File: config.mk
export PLATFORM = sky130hd
export DESIGN_NAME = bus_width_increase
export DESIGN_NICKNAME = d
export VERILOG_FILES = /design/src/rtl/bus_width_increase.sv
export SDC_FILE = /design/constraint.sdc
export NUM_CORES = 1
export LEC_CHECK = 0
export ABC_CLOCK_PERIOD_IN_PS = 1800
export CELL_PAD_IN_SITES_DETAIL_PLACEMENT = 0
export CELL_PAD_IN_SITES_GLOBAL_PLACEMENT = 1
export CORE_MARGIN = 2
export CORE_UTILIZATION = 26
export DETAILED_ROUTE_END_ITERATION = 6
export GPL_TIMING_DRIVEN = 0
export PLACE_DENSITY_LB_ADDON = 0.12
export SLEW_MARGIN = 20
export SYNTH_ARGS = -nofsm -noshare
export SYNTH_HDL_FRONTEND = slang
export SYNTH_SLANG_ARGS = --single-unit
File: constraint.sdc
create_clock -name clk -period 1.8 [get_ports clk]
set_input_delay 0.45 -clock clk [delete_from_list [all_inputs] [get_ports clk]]
set_output_delay 0.45 -clock clk [all_outputs]
set_load 0.005 [all_outputs]
File: src/rtl/bus_width_increase.sv
// Narrow-to-wide packer: N input beats (or fewer, closed by input_last) form one output word.
// Latency 1 from completing beat to output_valid; output register holds while !output_ready.
module bus_width_increase #(
    parameter int SIZE_IN       = 8,
    parameter int SIZE_OUT      = 32,
    parameter bit LITTLE_ENDIAN = 1'b1
) (
    input  logic                                     clk,
    input  logic                                     reset,
    output logic                                     input_ready,
    input  logic                                     input_valid,
    input  logic [SIZE_IN-1:0]                       input_data,
    input  logic                                     input_last,
    input  logic                                     output_ready,
    output logic                                     output_valid,
    output logic [SIZE_OUT-1:0]                      output_data,
    output logic [$clog2(SIZE_OUT/SIZE_IN+1)-1:0]    output_count
);
    localparam int N  = SIZE_OUT / SIZE_IN;
    localparam int CW = $clog2(N + 1);
    localparam int AW = (N > 1) ? $clog2(N) : 1;

    generate
        if ((SIZE_OUT % SIZE_IN) != 0 || N < 2) begin : g_bad_params
            $error("bus_width_increase: SIZE_OUT must be a multiple of SIZE_IN with ratio >= 2");
        end
    endgenerate

    logic [AW-1:0]       asm_cnt;
    logic [SIZE_OUT-1:0] asm_buf;
    logic [SIZE_OUT-1:0] merged;
    logic [AW-1:0]       chunk_idx;
    logic                slot_free;
    logic                completing;
    logic                accept;

    assign slot_free   = !output_valid || output_ready;
    assign completing  = input_last || (asm_cnt == AW'(N - 1));
    // A non-completing beat only touches the assembly buffer, so it never waits on the consumer.
    assign input_ready = slot_free || !completing;
    assign accept      = input_valid && input_ready;
    assign chunk_idx   = LITTLE_ENDIAN ? asm_cnt : (AW'(N - 1) - asm_cnt);

    always_comb begin
        merged = asm_buf;
        for (int i = 0; i < N; i++) begin
            if (chunk_idx == AW'(i)) begin
                merged[i*SIZE_IN +: SIZE_IN] = input_data;
            end
        end
    end

    always_ff @(posedge clk) begin
        if (reset) begin
            asm_cnt      <= '0;
            asm_buf      <= '0;
            output_valid <= 1'b0;
            output_data  <= '0;
            output_count <= '0;
        end else begin
            if (output_valid && output_ready) begin
                output_valid <= 1'b0;
            end
            if (accept) begin
                if (completing) begin
                    // Loading here overrides the drain above, so back-to-back words have no bubble.
                    output_valid <= 1'b1;
                    output_data  <= merged;
                    output_count <= CW'(asm_cnt) + CW'(1);
                    asm_cnt      <= '0;
                    asm_buf      <= '0;
                end else begin
                    asm_buf <= merged;
                    asm_cnt <= asm_cnt + AW'(1);
                end
            end
        end
    end
endmodule
==> impl_metrics.ini <==
[power]
power.share.switching = 0.256
clockPowerShare = 0.418
power_frac_seq = 0.418
combPwrFrac = 0.164
power.density_mw_per_mm2 = 842
leakage_nw = 1.70
p_switching_mw = 1.01
vdd_drop_max_mv = 0.346
internal-power_mw = 2.94

[yosys]
yosys_warnings = 0
async_flop_share = 0
syn-cell-area_sq_mm = 0.00337
synth.top_cell.area_share = 0.416
ys_top_cells_by_count = 70 x dfxtp_1, 33 x mux2_2, 32 x a31oi_1, 32 x nor3_1, 32 x nor4_1
syn-instance-count = 337
synth_seq_cells = 70
yosysTopAreaCell = dfxtp_1
ys_seq_area_frac = 0.416
synth_edf_count = 0
syn_area_per_cell_sq_um = 10.0
synth_area_leaders = dfxtp_1 42%, mux2_2 11%, a22o_1 6.2%
synth_cell_types = 34
synth_ff_type = dfxtp_1
syn-num-nets = 354
yosysMostFrequentCell = dfxtp_1

[min_path]
hp-class = reg2reg

[setup_path]
path_cells = inv_1 > ha_1 > buf_6 > and4bb_2 > buf_6 > buf_6 > nor3b_2 > a22o_1
start_kind = flop
worstPathMaxFanout = 10
max_stage_delay_ps = 360
arrival_ps = 1970
crit_family = buffers and inverters
slowest_stage = dfxtp_4
path_buf_inv = 4
cpMostUsedCell = buf_6
worstPathRequired_ps = 2030
critPathCaptureType = flop
critPathKind = reg2reg

[clocking]
cts_tree = done
htree_levels = 3
cts_num_sinks = 70
clock_path_buffers = 2
root_buffer = clkbuf_16
clk_transition_reported_paths_ps = 60
clk_latency_ps = 340
cts_inserted_buffers = 9

[sta]
finalHoldViolCount = 0
final.min_clock_period_ps = 1740
min_period_over_period = 0.965
setup_tns_ps = 0
slew_violations = 0
max_slew.worst_pin.slew_ps = 637
slew_headroom = 0.576
fmax_mhz = 576
holdWs_ps = 457
setup_viol = 0
final.setup_skew_ps = 4.02

[floorplan]
dieWidth_microns = 118
die_h_microns = 118
coreArea_sq_mm = 0.0126
fp.dieArea_sq_mm = 0.0139
pin_count = 50
fp-row-count = 41
initial_core_util = 0.267

[detailed_routing]
drc = 0
routed_via_density = 4.93
first_pass_iters = 4
drt-initial-drc-count = 154
num_vias = 2884
wl_microns = 11100
antenna_left = 0
avgRoutedWirePerCell_microns = 18.9

[placement]
numPortBuffers = 48
place_hpwl_microns = 7720
gp_congestion = 0.746

[grt]
grt_max_degree = 19
track_usage = 0.160
grt_pass1_wl_microns = 16800
grt_pass1_vias = 2824
overflow = 0
antenna_found_initial = 0

[flow_run]
drv_cap = 0

[finish]
fin_util = 0.371
nFillCells = 1310
num_antenna_cells = 0
drive_gt1_frac = 0.305
nets = 426
area_delta_synth_final_pct = 39.1

[status]
outcome = finished clean
worst reg2reg max path: cells and delay by family (launching register included):
family,cells,cell delay [ps]
buffers and inverters,4,590
flip-flops,1,360
AND/OR/NAND/NOR,2,300
AO/OA/AOI/OAI,1,200
adder cells (fa/ha/maj),1,190
stage by stage:
step | power, mW | instances | setup WS, ps | cell area (sq um)
after floorplan | 2.00 | 337 | 112 | 3370
after global placement | 2.26 | 557 | -911 | 4070
after detailed placement | 2.26 | 557 | -903 | 4070
after CTS | 3.94 | 576 | -7.57 | 4460
after global routing | 4.10 | 585 | -11.2 | 4690
final | 3.95 | 585 | 63.0 | 4690
registers in the layout, indices dropped and copies added (netlist names):
register / flops
asm_buf: 32
output_data: 32
output_count: 3
asm_cnt: 2
output_valid: 1
power groups by stage:
stage	registers, mW	clock network (mW)	logic (mW)
final	1.65	1.65	0.648
after global routing	1.66	1.74	0.701
after CTS	1.65	1.69	0.599
after detailed placement	1.69	0	0.571
after global placement	1.68	0	0.573
after floorplan	1.68	0	0.316
cell families after synthesis:
group,count (synthesis),synth area share
compound gates,66,0.144
fa+ha+maj,4,0.0149
buf+inv,46,0.0847
mux,33,0.110
flops,70,0.416
simple gates,118,0.230
cells in the final DEF, fill, tap and decap left out, drive strengths merged, types with 2 or more instances in the layout:
master | synthesis | final
nor3b | 24 | 24
clkdlybuf4s50 | 0 | 44
o31ai | 3 | 3
a31oi | 33 | 33
nor2b | 10 | 10
a21oi | 5 | 5
nand3 | 2 | 2
mux2 | 33 | 33
ha | 4 | 4
nor2 | 2 | 2
inv | 4 | 4
clkbuf | 9 | 28
nor3 | 32 | 32
dfxtp | 70 | 70
dlygate4sd2 | 0 | 2
nor4 | 32 | 32
and2 | 8 | 8
and4bb | 3 | 3
buf | 33 | 42
a22o | 24 | 24
worst paths after layout:
check               from  cells after the start     endpoint  slack (ps)
max           asm_cnt[1]                      8  asm_buf[15]          60
min          asm_buf[27]                      1  asm_buf[27]         460
max reg2reg   asm_cnt[1]                      8  asm_buf[15]          60
min reg2reg  asm_buf[27]                      1  asm_buf[27]         460
area by class of cell:
class | count | area [sq um] | share of cell area
clock buffer | 14 | 264 | 0.0563
tap | 172 | 215 | 0.0459
timing repair buffer | 63 | 661 | 0.141
sequential | 70 | 1410 | 0.301
inverter | 4 | 17.5 | 0.00374
multi-input combinational | 221 | 1820 | 0.388
buffer | 40 | 295 | 0.0630
clock inverter | 1 | 5.00 | 0.00107
metal layers:
| layer | part of all wire | wire length (microns) | vias to the layer above | GRT usage |
|---|---|---|---|---|
| met2 | 0.46 | 5050 | 50 | 0.252 |
| li1 | - | - | 1418 | - |
| met5 | 0 | 0 | - | 0 |
| met1 | 0.50 | 5530 | 1403 | 0.216 |
| met4 | 0.018 | 194 | 0 | 0.0633 |
| met3 | 0.027 | 300 | 13 | 0.0281 |
repair_timing:
action                     in CTS  in global routing
pin swaps                       3                  2
hold buffers                    0                  0
gates cloned                    0                  3
resized for setup              30                 31
setup endpoints to repair      28                 39
setup buffers                   5                  7
No activity file was read; power rests on OpenSTA's default activity.
